[config.mk]
export PLATFORM = sky130hd
export DESIGN_NAME = demux_1to2_stream_flat
export DESIGN_NICKNAME = d
export VERILOG_FILES = /design/src/rtl/demux_1to2_stream_pkg.sv /design/src/rtl/demux_1to2_stream_if.sv /design/src/rtl/demux_1to2_stream_out_slot.sv /design/src/rtl/demux_1to2_stream.sv /design/src/flat_wrapper.sv
export SDC_FILE = /design/constraint.sdc
export NUM_CORES = 1
export LEC_CHECK = 0
export BUFFER_PORTS_ARGS = -buffer_cell sky130_fd_sc_hd__buf_2
export CORE_ASPECT_RATIO = 1.2
export CORE_MARGIN = 1.5
export CORE_UTILIZATION = 49
export DETAILED_ROUTE_END_ITERATION = 6
export HOLD_SLACK_MARGIN = 0.02
export PLACE_DENSITY = 0.79
export REMOVE_ABC_BUFFERS = 1
export SLEW_MARGIN = 10
export SYNTH_ARGS = -nofsm -noshare
export SYNTH_HDL_FRONTEND = slang
export SYNTH_SLANG_ARGS = --single-unit
[constraint.sdc]
create_clock -name clk -period 2 [get_ports clk]
set_clock_uncertainty 0.05 [all_clocks]
set_input_delay 0.4 -clock clk [delete_from_list [all_inputs] [get_ports clk]]
set_output_delay 0.4 -clock clk [all_outputs]
set_load 0.005 [all_outputs]
[src/rtl/demux_1to2_stream_pkg.sv]
// Shared definitions for the packet-aware 1-to-2 stream demultiplexer.
//   state_e    : packet-tracking FSM states (idle between packets, locked inside one)
//   Out0/Out1  : destination select encodings (s.sel / cur_sel values)
//   route_sel  : destination for the beat currently offered on the input
package demux_1to2_stream_pkg;

  typedef enum logic {
    StIdle   = 1'b0,
    StLocked = 1'b1
  } state_e;

  localparam logic Out0 = 1'b0;
  localparam logic Out1 = 1'b1;

  // Between packets the beat carries its own destination; inside a packet the destination
  // latched on the first beat wins and the per-beat select is ignored.
  function automatic logic route_sel(state_e st, logic in_sel, logic held_sel);
    return (st == StIdle) ? in_sel : held_sel;
  endfunction

endpackage

[src/rtl/demux_1to2_stream_if.sv]
// Valid/ready packet stream bundle.
//   valid : beat valid (master -> slave)
//   ready : beat accepted when valid && ready (slave -> master)
//   data  : payload, DATA_W bits (master -> slave)
//   last  : final beat of packet (master -> slave)
//   sel   : destination select, meaningful on the demux input only (master -> slave);
//           on the demux outputs it carries the constant index of that output
interface demux_1to2_stream_if #(
  parameter int unsigned DATA_W = 8
) ();

  logic              valid;
  logic              ready;
  logic [DATA_W-1:0] data;
  logic              last;
  logic              sel;

  modport master (
    output valid,
    output data,
    output last,
    output sel,
    input  ready
  );

  modport slave (
    input  valid,
    input  data,
    input  last,
    input  sel,
    output ready
  );

endinterface

[src/rtl/demux_1to2_stream_out_slot.sv]
// One-entry registered valid/ready output stage with a completed-packet counter.
//   clk, rst_n  : clock, asynchronous active-low reset
//   load        : write a beat into the slot this cycle (only asserted when can_accept)
//   load_data   : payload to write
//   load_last   : last flag to write
//   can_accept  : slot empty or draining this cycle
//   m           : output stream (master side)
//   pkt_cnt     : packets fully delivered (handshake with last), wraps around
module demux_1to2_stream_out_slot
  import demux_1to2_stream_pkg::*;
#(
  parameter int unsigned DATA_W = 8,
  parameter int unsigned CNT_W  = 8,
  parameter logic        DEST   = Out0
) (
  input  logic               clk,
  input  logic               rst_n,
  input  logic               load,
  input  logic [DATA_W-1:0]  load_data,
  input  logic               load_last,
  output logic               can_accept,
  demux_1to2_stream_if.master m,
  output logic [CNT_W-1:0]   pkt_cnt
);

  logic              valid_q, valid_d;
  logic [DATA_W-1:0] data_q, data_d;
  logic              last_q, last_d;
  logic [CNT_W-1:0]  cnt_q, cnt_d;
  logic              drain;

  assign drain      = valid_q && m.ready;
  assign can_accept = !valid_q || m.ready;

  always_comb begin
    valid_d = valid_q;
    data_d  = data_q;
    last_d  = last_q;
    cnt_d   = cnt_q;
    // A refill in the same cycle as a drain keeps the slot full with the new beat.
    if (load) begin
      valid_d = 1'b1;
      data_d  = load_data;
      last_d  = load_last;
    end else if (drain) begin
      valid_d = 1'b0;
    end
    if (drain && last_q) begin
      cnt_d = cnt_q + CNT_W'(1);
    end
  end

  always_ff @(posedge clk or negedge rst_n) begin
    if (!rst_n) begin
      valid_q <= 1'b0;
      data_q  <= '0;
      last_q  <= 1'b0;
      cnt_q   <= '0;
    end else begin
      valid_q <= valid_d;
      data_q  <= data_d;
      last_q  <= last_d;
      cnt_q   <= cnt_d;
    end
  end

  assign m.valid = valid_q;
  assign m.data  = data_q;
  assign m.last  = last_q;
  assign m.sel   = DEST;
  assign pkt_cnt = cnt_q;

endmodule

[src/rtl/demux_1to2_stream.sv]
// Packet-aware 1-to-2 stream demultiplexer. Each whole packet goes to m0 or m1, chosen by
// s.sel on the packet's first beat; later beats follow the latched destination.
//   clk, rst_n : clock, asynchronous active-low reset
//   s          : input stream (slave side); s.sel sampled on first beat only
//   m0, m1     : output streams, each behind a one-entry registered slot
//   busy       : a packet is in progress (first beat accepted, last not yet)
//   cur_sel    : latched destination of the current/last packet
//   pkt_cnt0/1 : packets fully delivered on m0/m1, wrap-around
module demux_1to2_stream
  import demux_1to2_stream_pkg::*;
#(
  parameter int unsigned DATA_W = 8,
  parameter int unsigned CNT_W  = 8
) (
  input  logic               clk,
  input  logic               rst_n,
  demux_1to2_stream_if.slave  s,
  demux_1to2_stream_if.master m0,
  demux_1to2_stream_if.master m1,
  output logic               busy,
  output logic               cur_sel,
  output logic [CNT_W-1:0]   pkt_cnt0,
  output logic [CNT_W-1:0]   pkt_cnt1
);

  state_e state_q, state_d;
  logic   cur_sel_q, cur_sel_d;
  logic   route;
  logic   accept;
  logic   can0, can1;
  logic   load0, load1;

  // s.ready looks only at the targeted slot, so a stalled non-target output never blocks.
  assign route   = route_sel(state_q, s.sel, cur_sel_q);
  assign s.ready = (route == Out1) ? can1 : can0;
  assign accept  = s.valid && s.ready;
  assign load0   = accept && (route == Out0);
  assign load1   = accept && (route == Out1);

  // State register.
  always_ff @(posedge clk or negedge rst_n) begin
    if (!rst_n) begin
      state_q   <= StIdle;
      cur_sel_q <= Out0;
    end else begin
      state_q   <= state_d;
      cur_sel_q <= cur_sel_d;
    end
  end

  // Next state.
  always_comb begin
    state_d   = state_q;
    cur_sel_d = cur_sel_q;
    unique case (state_q)
      StIdle: begin
        if (accept) begin
          cur_sel_d = s.sel;
          // A single-beat packet completes immediately and leaves the FSM idle.
          if (!s.last) begin
            state_d = StLocked;
          end
        end
      end
      StLocked: begin
        if (accept && s.last) begin
          state_d = StIdle;
        end
      end
      default: state_d = StIdle;
    endcase
  end

  // Outputs.
  always_comb begin
    busy    = (state_q == StLocked);
    cur_sel = cur_sel_q;
  end

  demux_1to2_stream_out_slot #(
    .DATA_W (DATA_W),
    .CNT_W  (CNT_W),
    .DEST   (Out0)
  ) u_slot0 (
    .clk        (clk),
    .rst_n      (rst_n),
    .load       (load0),
    .load_data  (s.data),
    .load_last  (s.last),
    .can_accept (can0),
    .m          (m0),
    .pkt_cnt    (pkt_cnt0)
  );

  demux_1to2_stream_out_slot #(
    .DATA_W (DATA_W),
    .CNT_W  (CNT_W),
    .DEST   (Out1)
  ) u_slot1 (
    .clk        (clk),
    .rst_n      (rst_n),
    .load       (load1),
    .load_data  (s.data),
    .load_last  (s.last),
    .can_accept (can1),
    .m          (m1),
    .pkt_cnt    (pkt_cnt1)
  );

endmodule
[src/flat_wrapper.sv]
// flat-port wrapper written by rule: the top's interface ports become plain ports
module demux_1to2_stream_flat import demux_1to2_stream_pkg::*;
#(
  parameter int unsigned DATA_W = 8,
  parameter int unsigned CNT_W  = 8
)
  (clk, rst_n, busy, cur_sel, pkt_cnt0, pkt_cnt1, s_valid, s_data, s_last, s_sel, s_ready, m0_valid, m0_data, m0_last, m0_sel, m0_ready, m1_valid, m1_data, m1_last, m1_sel, m1_ready);
  demux_1to2_stream_if #(.DATA_W(DATA_W)) s_i ();
  demux_1to2_stream_if #(.DATA_W(DATA_W)) m0_i ();
  demux_1to2_stream_if #(.DATA_W(DATA_W)) m1_i ();
  input  logic clk;
  input  logic rst_n;
  output logic busy;
  output logic cur_sel;
  output logic [CNT_W-1:0] pkt_cnt0;
  output logic [CNT_W-1:0] pkt_cnt1;
  input wire logic [$bits(s_i.valid)-1:0] s_valid;
  input wire logic [$bits(s_i.data)-1:0] s_data;
  input wire logic [$bits(s_i.last)-1:0] s_last;
  input wire logic [$bits(s_i.sel)-1:0] s_sel;
  output wire logic [$bits(s_i.ready)-1:0] s_ready;
  output wire logic [$bits(m0_i.valid)-1:0] m0_valid;
  output wire logic [$bits(m0_i.data)-1:0] m0_data;
  output wire logic [$bits(m0_i.last)-1:0] m0_last;
  output wire logic [$bits(m0_i.sel)-1:0] m0_sel;
  input wire logic [$bits(m0_i.ready)-1:0] m0_ready;
  output wire logic [$bits(m1_i.valid)-1:0] m1_valid;
  output wire logic [$bits(m1_i.data)-1:0] m1_data;
  output wire logic [$bits(m1_i.last)-1:0] m1_last;
  output wire logic [$bits(m1_i.sel)-1:0] m1_sel;
  input wire logic [$bits(m1_i.ready)-1:0] m1_ready;
  assign s_i.valid = s_valid;
  assign s_i.data = s_data;
  assign s_i.last = s_last;
  assign s_i.sel = s_sel;
  assign s_ready = s_i.ready;
  assign m0_valid = m0_i.valid;
  assign m0_data = m0_i.data;
  assign m0_last = m0_i.last;
  assign m0_sel = m0_i.sel;
  assign m0_i.ready = m0_ready;
  assign m1_valid = m1_i.valid;
  assign m1_data = m1_i.data;
  assign m1_last = m1_i.last;
  assign m1_sel = m1_i.sel;
  assign m1_i.ready = m1_ready;
  demux_1to2_stream #(.DATA_W(DATA_W), .CNT_W(CNT_W)) u_core (.clk(clk), .rst_n(rst_n), .s(s_i), .m0(m0_i), .m1(m1_i), .busy(busy), .cur_sel(cur_sel), .pkt_cnt0(pkt_cnt0), .pkt_cnt1(pkt_cnt1));
endmodule
== Word level (Yosys, flattened, before mapping) ==
Index checks and enable logic that the tools add are counted.

* Reduce and logical (&&, ||, !) cells: 15
* Equal/unequal tests: 0
* Multipliers: 0
* Multiplexer cells: 10
* Magnitude comparators: 0
* Bitwise gates (word level): 2
* Divide/modulo/power cells: 0
* $add $sub $neg: 2
* Shift operators: 0

{| class="wikitable"
|+ Operator list
! operator !! number
|-
| adder 8 x 1 -> 8 bit (second input constant) || 2
|-
| 2-to-1 mux 1 bit || 9
|-
| logical AND 1 bit || 8
|-
| nonzero test 2 bit || 2
|-
| zero test 1 bit || 2
|-
| logical OR 1 bit || 2
|-
| NOT 1 bit || 2
|-
| case mux 1 bit (2 select lines) || 1
|-
| AND reduction 2 bit || 1
|}

* Bits of input ports: 15
* Register bits: 38
* ROM bits: 0
* Word-level logic and storage cells: 39
* Memories kept: 0
* Bits in latches: 0
* Memory bits (writable): 0

== Logic depth before layout (Yosys ltp) ==
Gate-level depths: netlist (run 1).

* Depth in word-level cells: 7
* Depth in mapped cells: 5
* Mapped depth without buffers: 5

== By module ==
A second synthesis (run 1) with hierarchy kept.

* Cells, all modules: 121
* Area total of the unflattened synthesis: 1650.3 µm²

{| class="wikitable"
|+ By module, submodules not included
! module !! area each (µm²) !! times used !! cells an instance
|-
| demux_1to2_stream_out_slot || 757.0 || 2 || 54
|-
| demux_1to2_stream || 136.4 || 1 || 13
|}

== Worst setup path before layout (run 1) ==
No wires, ideal clock.

* Kind: reg2out
* Start: register (tool-made name)
* End: output port s_ready
* Cell stages (with the launch flop): 3
* Arrival time: 1024 ps
* Data required time: 1550 ps
* Path slack: 526 ps
* Path through: dfrtp_1 > mux2i_2 > mux2_2

{| class="wikitable"
|+ RTL lines
! item !! RTL line !! text
|-
| to (decl) || flat_wrapper.sv:21 || <nowiki>output wire logic [$bits(s_i.ready)-1:0] s_ready;</nowiki>
|}

==> results of run 1 <==
[how the worst max path moves through the flow]
stage	end	slack (ps)	cells past startpoint
2_1_floorplan	u_core.u_slot0.m.data[1]	480	3
3_3_place_gp	s_ready	330	4
3_5_place_dp	u_core.u_slot0.m.data[0]	270	4
4_1_cts	s_ready	6	3
5_1_grt	s_ready	7	3
6_report	s_ready	50	3
[kinds of logic (layout without fill, tap and decap cells)]
group / Yosys count / in the layout / share of synthesized area, %
flip-flops: 38 / 38 / 57.4
multiplexers: 23 / 23 / 19.3
AND/OR/NAND/NOR: 27 / 27 / 10.1
XOR/XNOR: 14 / 14 / 7.41
buffers and inverters: 7 / 68 / 3.02
AO/OA/AOI/OAI: 2 / 2 / 0.680
adder cells (fa/ha/maj): 2 / 2 / 1.51
other: 2 / 2 / 0.454
[final cells by class]
| type | count | share of cell area [%] |
|---|---|---|
| clock inverters | 1 | 0.245 |
| inverters | 2 | 0.368 |
| multi-input cells | 70 | 32.3 |
| flip-flops and latches | 38 | 46.6 |
| clock buffers | 7 | 2.70 |
| well taps | 36 | 2.21 |
| repair buffers | 58 | 15.6 |
[metal layers]
metal  up-vias  part of all wire [%]  GRT usage [%]
li1        511                     -              -
met1       513                    43           22.2
met2        47                    48           28.8
met3         4                   7.4           6.41
met4         0                   1.4           6.25
met5         -                     0              0
[power by group through the flow]
| stage | Clock (W) | Combinational (W) | Sequential (W) |
|---|---|---|---|
| floorplan | 0 | 0.000587 | 0.00132 |
| global placement | 0 | 0.00101 | 0.00131 |
| detailed placement | 0 | 0.00105 | 0.00132 |
| CTS | 0.000423 | 0.00106 | 0.00132 |
| global route | 0.000461 | 0.00119 | 0.00136 |
| finish | 0.000411 | 0.00108 | 0.00131 |
[cell usage after synthesis (all sizes together) (2+ instances only)]
cell type   n  area [µm²]
and3        4        25.0
buf         5        42.5
conb        2        7.51
dfrtp      38         951
ha          2        25.0
inv         2        7.51
mux2       21         297
mux2i       2        23.8
nand2       5        26.3
nand2b      2        12.5
nand3       8        45.0
nand4       3        18.8
nor2        3        11.3
xnor2      10        87.6
xor2        4        35.0
[per-stage QoR]
| stage | setup WS (ps) | total power [W] | utilization [%] |
|---|---|---|---|
| floorplan | 485 | 0.00191 | - |
| global placement | 328 | 0.00232 | 61.9 |
| detailed placement | 271 | 0.00237 | 61.9 |
| CTS | 6.15 | 0.00280 | 64.4 |
| global route | 7.45 | 0.00301 | 65.0 |
| finish | 51.2 | 0.00281 | 65.0 |
[state kept, by name, summed over array words and instances (netlist names), named ones only]
signal and flops:
u_core.u_slot1.m.last 1, u_core.u_slot1.m.valid 1, u_core.u_slot0.pkt_cnt 8, u_core.u_slot1.m.data 8
u_core.u_slot1.pkt_cnt 8, u_core.u_slot0.m.data 8, u_core.cur_sel 1, u_core.u_slot0.m.valid 1
u_core.u_slot0.m.last 1
[cell usage in the layout (no fill, tap or decap), drive strengths merged]
| cell type | synthesis | routed |
|---|---|---|
| and3 | 4 | 4 |
| inv | 2 | 2 |
| and4 | 1 | 1 |
| xnor2 | 10 | 10 |
| mux2 | 21 | 21 |
| nand4 | 3 | 3 |
| nand3b | 1 | 1 |
| buf | 5 | 57 |
| dfrtp | 38 | 38 |
| nand3 | 8 | 8 |
| nor2 | 3 | 3 |
| conb | 2 | 2 |
| dlygate4sd3 | 0 | 1 |
| a21oi | 1 | 1 |
| mux2i | 2 | 2 |
| nand2b | 2 | 2 |
| ha | 2 | 2 |
| clkbuf | 0 | 7 |
| nand2 | 5 | 5 |
| clkinv | 0 | 1 |
| xor2 | 4 | 4 |
| a31oi | 1 | 1 |
[worst max-delay path, stage by stage (launching register included)]
cell,delay [ps]
dfrtp_1,420
mux2i_2,280
mux2_4,330
buf_2,130
[what timing repair did]
action	in CTS	in global routing
endpoints found under the hold margin	16	0
endpoints found under the setup margin	1	1
gates resized for setup	0	1
hold buffers	1	0
buffers inserted	1	2
==> flow_summary.ini, run 1 <==
[status]
status = completed

[detailed_routing]
drt-initial-drc-count = 18
drc = 0
wire_per_inst_um = 14.1
via_per_inst = 5.07
routed_wl_um = 2990
firstDrtPassIters = 4
ant_nets = 0
vias = 1075

[worst_setup_path]
crit_path_end_kind = output port
critPathMaxFanout = 2
worstSetupStartpointType = flip-flop
crit_arrival_ps = 1500
r2r_end = u_core.u_slot0.m.data[5]
crit_required_ps = 1550
reg2reg_slack_ps = 160
path_class = flip-flop to output port
reg2reg_depth = 5

[global_routing]
grt_use_total_pct = 17.8
overflow = 0
antenna_found_initial = 0
grt_pass1_vias = 1055
grt_pass1_wl_um = 5000
grt_max_degree = 23

[cts]
cts_tree = built
clk_pin_slew_ps = 110
cts.sinks = 38
cts_max_path_buffers = 2
cts-htree-levels = 2
numCtsBuffers = 5
clock_latency_ps = 340
clockRootBuffer = clkbuf_4

[floorplanning]
die_w_um = 56.1
num_io_pins = 56
dieHeight_um = 66.7
fp-row-count = 22
dieArea_um2 = 3740
core_um2 = 3140
initial_core_util_pct = 52.8

[synth]
postSynth.asyncResetShare_pct = 100
yosys_register_bits = 38
synth_area_um2 = 1660
synth_cell_types = 25
synthCells = 115
synth_ff_type = dfrtp_1
yosysSeqAreaShare_pct = 57.4
yosysWarnings = 0
synth_edf_count = 0
syn_area_per_cell_um2 = 14.4

[sta]
slew_viol_final = 0
fmax_mhz = 513
rsz0062_at_grt = no
layout_min_cycle_time_ps = 1950
hold_viol = 0
final.setup.tns_ps = 0
whs_ps = 208
setup_viol = 0
finalCritPeriodShare_pct = 97.4

[place]
place.gp.congestion = 0.795
dp_cells = 200
post-dp-hpwl_um = 2190
placed_area_um2 = 1940
portBuffers = 53

[cells_and_area]
drive_gt1_share_pct = 50.6
num-fill-cells = 252
area_growth_pct = 23.2
final_nets = 192
multiInputGateArea_um2 = 658
diodes = 0
final_cells = 212
final_area_um2 = 2040
final-seq-area_um2 = 951

[worst_hold_path]
hp-class = input port to flip-flop
hold_start = s_last
hold_depth = 2

[power_and_ir_drop]
p_comb_share_pct = 38.6
switchingPower_w = 0.000891
leakage_nw = 1.10
irDropWorstVdd_v = 0.000915
p_int_w = 0.00191
power.density_nw_per_um2 = 1380
p_sw_share_pct = 31.8
p_seq_share_pct = 46.8
clockPowerShare_pct = 14.6

[flow_run]
maxCapViolations = 0
(Power assumes the default switching activity.)
==> inputs of run 2 (changes only) <==
Settings changed: CORE_UTILIZATION 49 to 53, PLACE_DENSITY 0.79 to 0.84.
Clock period 2 ns to 2.3 ns, I/O delays scaled along.
==> flow_summary.ini, run 2 (synthesis results as in run 1) <==
[status]
status = completed

[cts]
cts_max_path_buffers = 2
cts_setup_buffers = 0
cts.sinks = 38
cts_resized = 0
clk_pin_slew_ps = 110
cts-htree-levels = 2
hold_buffers = 0
clockRootBuffer = clkbuf_4
cts_tree = built
numCtsBuffers = 5
clock_latency_ps = 330

[sta]
rsz0062_at_grt = no
finalCritPeriodShare_pct = 89.4
slew_headroom_pct = 45.6
slew_viol_final = 0
fmax_mhz = 486
max_slew.worst_pin.slew_ps = 816
whs_ps = 153
hold_viol = 0
setup_viol = 0
setup_slack_ps = 243
final.setup.tns_ps = 0
layout_min_cycle_time_ps = 2060

[detailed_routing]
firstDrtPassIters = 3
ant_nets = 0
drc = 0
drt-initial-drc-count = 13
via_per_inst = 5.06
wire_per_inst_um = 14.2
routed_wl_um = 2950
vias = 1047

[worst_setup_path]
worstSetupStartpointType = flip-flop
crit_required_ps = 1790
reg2reg_depth = 3
path_class = flip-flop to output port
reg2reg_slack_ps = 620
critPathMaxFanout = 3
crit_arrival_ps = 1550
r2r_end = u_core.u_slot0.m.data[1]
crit_path_end_kind = output port

[power_and_ir_drop]
irDropWorstVdd_v = 0.000821
leakage_nw = 1.07
power.density_nw_per_um2 = 1200

[place]
dp_cells = 199
dp_worst_setup_slack_ps = 487
place.gp.congestion = 0.750
post-dp-hpwl_um = 2210
portBuffers = 53

[floorplanning]
fp-row-count = 22
dieHeight_um = 64.2
dieArea_um2 = 3470
core_um2 = 3030
initial_core_util_pct = 54.7
num_io_pins = 56
die_w_um = 54.0

[cells_and_area]
drive_gt1_share_pct = 50.3
final_nets = 187
layout_common_cells = buf_2, dfrtp_1, mux2_4, xnor2_1, nand3_1
final_common_cell = buf_2
area_growth_pct = 20.0
num-fill-cells = 258
fin_util_pct = 65.6
diodes = 0
final_cells = 207

[worst_hold_path]
hp-class = input port to async pin

[global_routing]
grt_use_total_pct = 20.3
grt_pass1_wl_um = 5000
grt_pass1_vias = 1138
antenna_found_initial = 0
grt_max_degree = 39
overflow = 0

[flow_run]
maxCapViolations = 0
==> run 2: final cells by class <==
class,count,area [µm²],area share (%)
Clock inverter,2,12.5,0.630
Tap cell,36,45.0,2.27
Timing Repair Buffer,53,265,13.4
Inverter,2,7.51,0.378
Multi-Input combinational cell,70,654,32.9
Clock buffer,6,51.3,2.58
Sequential cell,38,951,47.9
==> run 2: worst max path at each step <==
stage / startpoint / slack, ps / end
final: flip-flop / 240 / s_ready
after global routing: flip-flop / 150 / s_ready
after CTS: flip-flop / 230 / s_ready
after detailed placement: s_sel / 490 / u_core.u_slot0.m.data[2]
after global placement: s_sel / 540 / s_ready
after floorplan: flip-flop / 770 / s_ready
==> run 2: metal layers <==
layer / global-route usage, % / up-vias / part of all wire, %
li1: - / 495 / -
met1: 23.5 / 511 / 40
met2: 32.5 / 39 / 53
met3: 9.58 / 2 / 7.3
met4: 6.56 / 0 / 0.47
met5: 0 / - / 0
==> run 2: worst max-delay path, stage by stage (launching register included) <==
cell and delay (ps):
dfrtp_1 400, mux2i_2 320, mux2_2 370, buf_2 120
==> run 2: through the flow <==
step | area [µm²] | power, W
2_1_floorplan | 1610 | 0.00166
3_3_place_gp | 1920 | 0.00200
3_5_place_dp | 1920 | 0.00206
4_1_cts | 1990 | 0.00243
5_1_grt | 1990 | 0.00257
6_report | 1990 | 0.00239
==> run 2: where the power goes <==
| group | switching (W) | total [W] | internal [W] |
|---|---|---|---|
| Sequential | 0.000211 | 0.00114 | 0.000929 |
| Clock | 0.000211 | 0.000358 | 0.000147 |
| Combinational | 0.000345 | 0.000893 | 0.000548 |
| Total | 0.000767 | 0.00239 | 0.00162 |
==> inputs of run 3 (changes only) <==
Settings changed: RECOVER_POWER set to 100.
==> flow_summary.ini, run 3 (synthesis results as in run 1) <==
[status]
status = complete, but fails checks
violations = capacitance limit, slew limit

[cts]
hold_buffers = 0
numCtsBuffers = 5
clock_latency_ps = 330
cts.sinks = 38
cts_tree = built
cts_setup_buffers = 0
clk_pin_slew_ps = 110
clockRootBuffer = clkbuf_4
cts-htree-levels = 2
cts_resized = 0
cts_max_path_buffers = 2

[global_routing]
grt_max_degree = 39
grt_use_total_pct = 20.3
antenna_found_initial = 0
grt_pass1_wl_um = 5000
overflow = 0
grt_pass1_vias = 1138

[worst_setup_path]
cp_slowest_cell = dfrtp_1
crit_cells = 3
critPathMaxFanout = 3
reg2reg_slack_ps = 430
crit_path_end_kind = output port
crit_required_ps = 1790
worst-path-buf-inv = 1
cp_top_family = multiplexers
crit_end = s_ready
worstSetupStartpointType = flip-flop
crit_arrival_ps = 1530
worstPathCellList = mux2i_1 -> mux2_2 -> buf_2
reg2reg_depth = 3
slowest_delay_ps = 400
r2r_end = u_core.u_slot0.m.data[2]
path_class = flip-flop to output port

[floorplanning]
initial_core_util_pct = 54.7
core_um2 = 3030
num_io_pins = 56
die_w_um = 54.0
fp-row-count = 22
dieHeight_um = 64.2
dieArea_um2 = 3470

[cells_and_area]
final_common_cell = buf_2
final_nets = 187
diodes = 0
area_growth_pct = 14.4
drive_gt1_share_pct = 33.3
layout_common_cells = buf_2, dfrtp_1, mux2_1, xnor2_1, clkbuf_1

[power_and_ir_drop]
clockPowerShare_pct = 16.2
p_sw_share_pct = 33.7
irDropWorstVdd_v = 0.000756
leakage_nw = 0.943
p_comb_share_pct = 32.6
power.density_nw_per_um2 = 1170
switchingPower_w = 0.000746
p_seq_share_pct = 51.3
p_int_w = 0.00147

[sta]
whs_ps = 266
max_slew.worst_pin.slew_ps = 1950
final.setup.tns_ps = 0
layout_min_cycle_time_ps = 2040
slew_viol_final = 39
finalCritPeriodShare_pct = 88.8
slew_headroom_pct = -29.7
fmax_mhz = 490
rsz0062_at_grt = no
setup_viol = 0
hold_viol = 0

[detailed_routing]
routed_wl_um = 2970
firstDrtPassIters = 4
via_per_inst = 5.06
vias = 1047
drc = 0
drt-initial-drc-count = 25
ant_nets = 0
wire_per_inst_um = 14.4

[place]
post-dp-hpwl_um = 2210
portBuffers = 53
place.gp.congestion = 0.750

[worst_hold_path]
hp-class = input port to flip-flop

[flow_run]
maxCapViolations = 1
## run 3: changes by cell type in the layout (fill, tap and decap cells not counted), sizes merged
cell    change
buf        -10
clkbuf     +10
## run 3: cell type report
cell class	instances	area [µm²]
Inverter	2	7.51
Fill cell	287	1130
Multi-Input combinational cell	70	573
Clock inverter	2	12.5
Timing Repair Buffer	53	253
Clock buffer	6	51.3
Sequential cell	38	951
Tap cell	36	45.0
## run 3: metal layers
metal / track usage, % / up-vias / share of wire [%]
li1: - / 497 / -
met5: 0 / - / 0
met4: 6.56 / 0 / 0.47
met3: 9.58 / 2 / 6.9
met2: 32.5 / 39 / 52
met1: 23.5 / 509 / 40
## run 3: worst min path at each step
stage	start	to	slack, ps	cells past startpoint
floorplan	rst_n	async pin	110	0
global placement	u_core.u_slot1.pkt_cnt[7]	u_core.u_slot1.pkt_cnt[7]	400	1
detailed placement	u_core.u_slot1.pkt_cnt[7]	u_core.u_slot1.pkt_cnt[7]	410	1
CTS	rst_n	u_core.u_slot0.pkt_cnt[7]	170	1
global route	s_last	flip-flop	240	2
finish	s_last	flip-flop	270	2
## run 3: through the flow
| stage | power [W] | cell area (µm²) | setup slack, ps | util, % | std cells |
|---|---|---|---|---|---|
| floorplan | 0.00166 | 1610 | 766 | - | 110 |
| global placement | 0.00200 | 1920 | 537 | 63.5 | 199 |
| detailed placement | 0.00206 | 1920 | 487 | 63.5 | 199 |
| CTS | 0.00243 | 1990 | 234 | 65.6 | 207 |
| global route | 0.00239 | 1890 | 91.8 | 62.5 | 207 |
| finish | 0.00222 | 1890 | 259 | 62.5 | 207 |
## run 3: power by group through the flow
stage / combinational (W) / sequential [W] / clock (W)
2_1_floorplan: 0.000510 / 0.00115 / 0
3_3_place_gp: 0.000870 / 0.00113 / 0
3_5_place_dp: 0.000913 / 0.00115 / 0
4_1_cts: 0.000911 / 0.00114 / 0.000373
5_1_grt: 0.000801 / 0.00117 / 0.000409
6_report: 0.000722 / 0.00114 / 0.000358
